File: config.mk
export PLATFORM = sky130hd
export DESIGN_NAME = eth_strip_512
export DESIGN_NICKNAME = d
export VERILOG_FILES = /design/src/rtl/pkt_parser_pkg.sv /design/src/rtl/eth_strip_512.sv
export SDC_FILE = /design/constraint.sdc
export NUM_CORES = 1
export LEC_CHECK = 0
export CAP_MARGIN = 0
export CORE_AREA = 2 2 417 419
export DETAILED_ROUTE_END_ITERATION = 12
export DIE_AREA = 0 0 419 421
export SLEW_MARGIN = 40
export SYNTH_ARGS = -nofsm -noshare
export SYNTH_HDL_FRONTEND = slang
export SYNTH_SLANG_ARGS = --single-unit
export TNS_END_PERCENT = 30
File: constraint.sdc
create_clock -name clk -period 2.3 [get_ports clk]
set_input_delay 0.46 -clock clk [delete_from_list [all_inputs] [get_ports clk]]
set_output_delay 0.46 -clock clk [all_outputs]
set_load 0.05 [all_outputs]
File: src/rtl/pkt_parser_pkg.sv
// Shared definitions for the packet-parser front end: header sizes,
// the strip FSM state type and the byte realignment helper.
package pkt_parser_pkg;

  localparam int          ETH_HDR_BYTES  = 14;
  localparam logic [15:0] ETHERTYPE_IPV4 = 16'h0800;
  localparam int          BYTES_PER_BEAT = 64;

  typedef enum logic [1:0] {
    IDLE,
    STREAM,
    FLUSH,
    DROP
  } eth_strip_state_t;

  // Builds one output beat from the tail of the held beat and the head of
  // the next beat. The result is hold bytes 14..63 followed by data
  // bytes 0..13, with byte 0 sitting in the top bits.
  function automatic logic [511:0] realign(input logic [511:0] hold,
                                           input logic [511:0] data);
    return {hold[(BYTES_PER_BEAT-ETH_HDR_BYTES)*8-1:0],
            data[511 -: ETH_HDR_BYTES*8]};
  endfunction

endpackage

File: src/rtl/eth_strip_512.sv
// Ethernet header strip and steer stage. It drops non-IPv4 frames and runt
// frames, removes the 14-byte MAC header, realigns the payload so the IPv4
// header starts on byte 0, and picks the destination parser port round-robin
// for each packet it forwards.
module eth_strip_512
  import pkt_parser_pkg::*;
#(
  parameter int DATA_WIDTH = 512,
  parameter int NOC_RADIX  = 16,
  parameter int NUM_VC     = 2,
  parameter int VC_ID      = 0,
  parameter int NUM_DST    = 4,
  parameter logic [$clog2(NOC_RADIX)-1:0] DEST [NUM_DST] = '{4'd4, 4'd5, 4'd6, 4'd7}
) (
  input  logic                          clk,
  input  logic                          reset,
  input  logic [DATA_WIDTH-1:0]         in_data,
  input  logic                          in_valid,
  output logic                          in_ready,
  input  logic                          in_sop,
  input  logic                          in_eop,
  input  logic [5:0]                    in_empty,
  output logic [DATA_WIDTH-1:0]         out_data,
  output logic                          out_valid,
  input  logic                          out_ready,
  output logic                          out_sop,
  output logic                          out_eop,
  output logic [5:0]                    out_empty,
  output logic [$clog2(NUM_VC)-1:0]     o_vc_id,
  output logic [$clog2(NOC_RADIX)-1:0]  o_noc_dst,
  output logic [15:0]                   o_drop_cnt
);

  localparam int         VC_W     = $clog2(NUM_VC);
  localparam int         PTR_W    = (NUM_DST > 1) ? $clog2(NUM_DST) : 1;
  localparam logic [PTR_W-1:0] PTR_LAST = PTR_W'(NUM_DST - 1);
  // Input empties at or above this leave a tail that fits in the current
  // output beat, so no extra flush cycle is needed.
  localparam logic [5:0] TAIL_FIT = 6'(BYTES_PER_BEAT - ETH_HDR_BYTES);

  eth_strip_state_t        state_q, state_d;
  logic [DATA_WIDTH-1:0]   hold_q, hold_d;
  logic [PTR_W-1:0]        ptr_q, ptr_d;
  logic [15:0]             dropCnt_q, dropCnt_d;
  logic [5:0]              lastEmpty_q, lastEmpty_d;
  logic                    sopPend_q, sopPend_d;
  logic                    advancePtr;
  logic                    countDrop;
  logic [15:0]             etherType;
  logic                    isRunt;

  assign etherType = in_data[DATA_WIDTH-1-(ETH_HDR_BYTES-2)*8 -: 16];
  assign isRunt    = in_eop && (in_empty >= TAIL_FIT);

  assign o_vc_id    = VC_W'(VC_ID);
  assign o_noc_dst  = DEST[ptr_q];
  assign o_drop_cnt = dropCnt_q;

  // Next-state and output decode for the strip FSM; outputs are combinational
  // from the held beat and the current input beat.
  always_comb begin
    state_d     = state_q;
    hold_d      = hold_q;
    lastEmpty_d = lastEmpty_q;
    sopPend_d   = sopPend_q;
    advancePtr  = 1'b0;
    countDrop   = 1'b0;
    in_ready    = 1'b0;
    out_valid   = 1'b0;
    out_data    = realign(hold_q, in_data);
    out_sop     = 1'b0;
    out_eop     = 1'b0;
    out_empty   = 6'd0;

    case (state_q)
      IDLE: begin
        in_ready = 1'b1;
        if (in_valid && in_sop) begin
          if ((etherType != ETHERTYPE_IPV4) || isRunt) begin
            countDrop = 1'b1;
            if (!in_eop) begin
              state_d = DROP;
            end
          end else begin
            hold_d      = in_data;
            sopPend_d   = 1'b1;
            lastEmpty_d = in_empty;
            state_d     = in_eop ? FLUSH : STREAM;
          end
        end
      end

      STREAM: begin
        out_valid = in_valid;
        in_ready  = out_ready;
        out_sop   = sopPend_q;
        if (in_eop && (in_empty >= TAIL_FIT)) begin
          out_eop   = 1'b1;
          out_empty = in_empty - TAIL_FIT;
        end
        if (in_valid && out_ready) begin
          hold_d    = in_data;
          sopPend_d = 1'b0;
          if (in_eop) begin
            if (in_empty >= TAIL_FIT) begin
              state_d    = IDLE;
              advancePtr = 1'b1;
            end else begin
              lastEmpty_d = in_empty;
              state_d     = FLUSH;
            end
          end
        end
      end

      FLUSH: begin
        out_valid = 1'b1;
        out_data  = realign(hold_q, '0);
        out_sop   = sopPend_q;
        out_eop   = 1'b1;
        out_empty = 6'(ETH_HDR_BYTES) + lastEmpty_q;
        if (out_ready) begin
          sopPend_d  = 1'b0;
          advancePtr = 1'b1;
          state_d    = IDLE;
        end
      end

      DROP: begin
        in_ready = 1'b1;
        if (in_valid && in_eop) begin
          state_d = IDLE;
        end
      end

      default: begin
        state_d = IDLE;
      end
    endcase
  end

  // Round-robin destination pointer and saturating drop counter updates.
  always_comb begin
    ptr_d     = ptr_q;
    dropCnt_d = dropCnt_q;
    if (advancePtr) begin
      ptr_d = (ptr_q == PTR_LAST) ? '0 : ptr_q + 1'b1;
    end
    if (countDrop && (dropCnt_q != 16'hFFFF)) begin
      dropCnt_d = dropCnt_q + 16'd1;
    end
  end

  // State registers; reset discards any partial packet and restarts at port 0.
  always_ff @(posedge clk or negedge reset) begin
    if (!reset) begin
      state_q     <= IDLE;
      hold_q      <= '0;
      ptr_q       <= '0;
      dropCnt_q   <= 16'd0;
      lastEmpty_q <= 6'd0;
      sopPend_q   <= 1'b0;
    end else begin
      state_q     <= state_d;
      hold_q      <= hold_d;
      ptr_q       <= ptr_d;
      dropCnt_q   <= dropCnt_d;
      lastEmpty_q <= lastEmpty_d;
      sopPend_q   <= sopPend_d;
    end
  end

endmodule

==> results.tsv <==
stage	metric	value	unit
power	power_density	1743	nW/um^2
synthesis	yosys_warnings	0	
critical_path	arrival	2.03	ns
placed_design	pre_cts_ws	-1.416	ns
synthesis	syn_inst	1147	
worst_hold_path	hold_path_class	in2reg	
cells_and_area	area_growth	113.8	%
clock_tree	clk_latency	0.63	ns
synthesis	yosysUniqueCellTypes	40	
cells_and_area	utilization	21.89	%
clock_tree	cts_tree	yes	
critical_path	crit_required	1.84	ns
synthesis	synth.area.top_cells	dfrtp_1 61%, mux2_1 26%, nor2b_1 4.1%, buf_8 3.4%, xor2_1 0.89%	
die	initial_core_util	10.24	%
drt	ant_nets	0	
cells_and_area	final_nets	2932	
critical_path	path_max_fanout	2	
sta	rsz0062_at_grt	yes	
critical_path	cp-start-kind	flop	
power	peakVddDrop	0.8681	mV
placed_design	dp_cells	4567	
sta	period_share	108.2	%
synthesis	synth_edf_count	0	
drt	first_pass_iters	5	
critical_path	worstSetupPathType	reg2out	
status	status	finished, violations left	
drt	avgViaCountPerCell	3.166	
run	drv_cap	0	
synthesis	synth-seq-cells	427	
drt	drt_iter0_drc	713	
clock_tree	root_buffer	clkbuf_16	
clock_tree	cts_buffer_depth	3	
die	fp.dieH	421	microns
critical_path	end_kind	output pin	
power	leakage	15.89	nW
synthesis	seq_area_frac_synth	60.50	%
global_routing	gr-total-overflow	0	
sta	hold_viol	0	
placed_design	portBuffers	1063	
power	total_power	65.81	mW
cells_and_area	nFillCells	18260	
synthesis	synthArstFlopShare	100.0	%
drt	routedWlPerCell	23.74	microns
synthesis	syn_area_per_cell	15.40	sq um
die	fp.dieArea	176400	sq um
clock_tree	clk_pin_slew	0.06	ns
drt	drc_errors	0	
status	violations	setup timing	
drt	num_vias	15130	
synthesis	netlist_area	17660	sq um
die	die_w	419	microns
sta	worstMarginPinSlew	0.6632	ns
die	io_pins	1067	
sta	fmax	0.4018	GHz
sta	final_max_slew_viol_count	0	
clock_tree	cts_max_level	2	
sta	setup_viol	361	
drt	wl	113400	microns
synthesis	synthFlopType	dfrtp_1	
global_routing	antenna_found_initial	47	
global_routing	grt_max_degree	66	
die	core_area	172500	sq um
sta	timing.final.crit_period	2.489	ns
sta	worst_slack	-0.1888	ns
cells_and_area	final_cells	4778	
placed_design	dp_hpwl	89400	microns
clock_tree	clock_sinks	427	
synthesis	synth_top_area_cell	dfrtp_1	
synthesis	synth_top_area_share	60.50	%
cells_and_area	final_layout_size_suffix_gt1_share	38.00	%
global_routing	first_global_vias	15880	
global_routing	grt_first_pass_wirelength	146500	microns
die	rows	153	
global_routing	grt_usage	12.25	%
sta	skew	0.03470	ns
sta	slew_headroom	55.65	%
placed_design	gp_congestion	0.9120	
clock_tree	cts_buffers	53	
==> critical path, cell delays in order (launching register included) <==
cell	delay [ns]
dfrtp_1	0.39
inv_2	0.09
ha_4	0.14
inv_1	0.05
o21ai_2	0.15
xor2_1	0.19
o22ai_2	0.12
buf_6	0.14
buf_12	0.14
==> metrics by stage <==
step | setup TNS, ns | area, sq um | hold slack [ns]
floorplan | -4.030 | 17680 | 0.1644
global placement | -720.23 | 31940 | 0.3793
detailed placement | -565.57 | 31960 | 0.3797
CTS | -91.38 | 36500 | 0.2728
global route | -78.33 | 37750 | 0.3082
finish | -22.03 | 37760 | 0.3155
==> registers in the layout, summed over array words and instances (netlist names) <==
name         count
o_drop_cnt      16
ptr_q            2
lastEmpty_q      6
hold_q         400
state_q          2
sopPend_q        1
==> final timing paths <==
path / startpoint / end / slack, ns / depth (start not counted)
max: lastEmpty_q[2] / out_empty[5] / -0.19 / 8
min: in_empty[4] / lastEmpty_q[4] / 0.32 / 3
max reg2reg: state_q[0] / hold_q[194] / -0.09 / 11
min reg2reg: hold_q[42] / hold_q[42] / 0.48 / 1
max in group asynchronous: reset / hold_q[244] / 1.13 / 4
min in group asynchronous: reset / hold_q[391] / 0.33 / 2
==> cells in the mapped netlist, types with 3 or more instances <==
| library cell | count |
|---|---|
| o21ai_0 | 3 |
| nand3_1 | 7 |
| o22ai_1 | 4 |
| a21oi_1 | 5 |
| xor2_1 | 18 |
| inv_1 | 11 |
| buf_12 | 4 |
| nor2b_1 | 115 |
| nand2_1 | 14 |
| mux2_1 | 400 |
| nand2b_1 | 4 |
| clkbuf_1 | 17 |
| nor3_1 | 6 |
| dfrtp_1 | 427 |
| nand4_1 | 6 |
| buf_4 | 4 |
| nor4_1 | 11 |
| a31oi_1 | 3 |
| mux2_2 | 8 |
| nor2_1 | 7 |
| buf_8 | 40 |
| ha_1 | 8 |
==> cell type report <==
cell class	count	area, sq um	area share [%]
clock buffer	71	1494	3.957
antenna	16	40.04	0.1060
multi-input combinational	644	7863	20.82
sequential	427	10690	28.30
tap	2325	2909	7.705
timing repair buffer	1263	14560	38.56
clock inverter	21	165.2	0.4374
inverter	11	41.29	0.1094
==> report_power, final <==
part | leakage [nW] | internal (mW) | switching [mW] | total, mW
Combinational | 9.97 | 18.0 | 25.8 | 43.8
Clock | 0.822 | 4.66 | 3.48 | 8.15
Sequential | 5.09 | 11.3 | 2.49 | 13.8
Total | 15.9 | 34.0 | 31.8 | 65.8
==> cells in the final DEF (no fill, tap or decap), types with 5 or more instances in the layout <==
cell type,instances
buf_12,131
buf_16,42
buf_2,5
buf_4,181
buf_6,44
buf_8,28
clkbuf_1,8
clkbuf_16,60
clkbuf_8,10
clkdlybuf4s50_1,803
clkinv_2,11
dfrtp_1,427
diode_2,16
dlygate4sd2_1,6
dlymetal6s2s_1,13
inv_1,7
mux2_1,135
mux2_2,8
mux2_4,265
nand2_1,13
nand3_1,6
nand4_1,6
nor2_1,7
nor2b_1,11
nor2b_2,45
nor2b_4,59
nor3_1,6
nor4_1,8
xor2_1,18
==> per-layer routing <==
layer,GRT usage (%),part of all wire (%)
met5,0,0.029
met4,3.893,3.6
met3,5.142,10
met2,21.88,51
met1,12.89,35
==> cells by family after synthesis <==
| family | after synthesis | share of synthesized area (%) |
|---|---|---|
| fa+ha+maj | 8 | 0.5668 |
| xor+xnor | 20 | 0.9919 |
| mux | 410 | 26.13 |
| other cells | 2 | 0.04252 |
| simple gates | 182 | 6.192 |
| compound gates | 21 | 0.9352 |
| flops | 427 | 60.50 |
| buf+inv | 77 | 4.640 |
==> what timing repair did <==
action,4_1_cts,5_1_grt
hold buffers,1,0
gates cloned,42,7
pin swaps,5,13
resized for setup,327,353
buffers inserted,53,22
endpoints found under the setup margin,809,785
hold endpoints to repair,27,0
(Power assumes the default switching activity.)
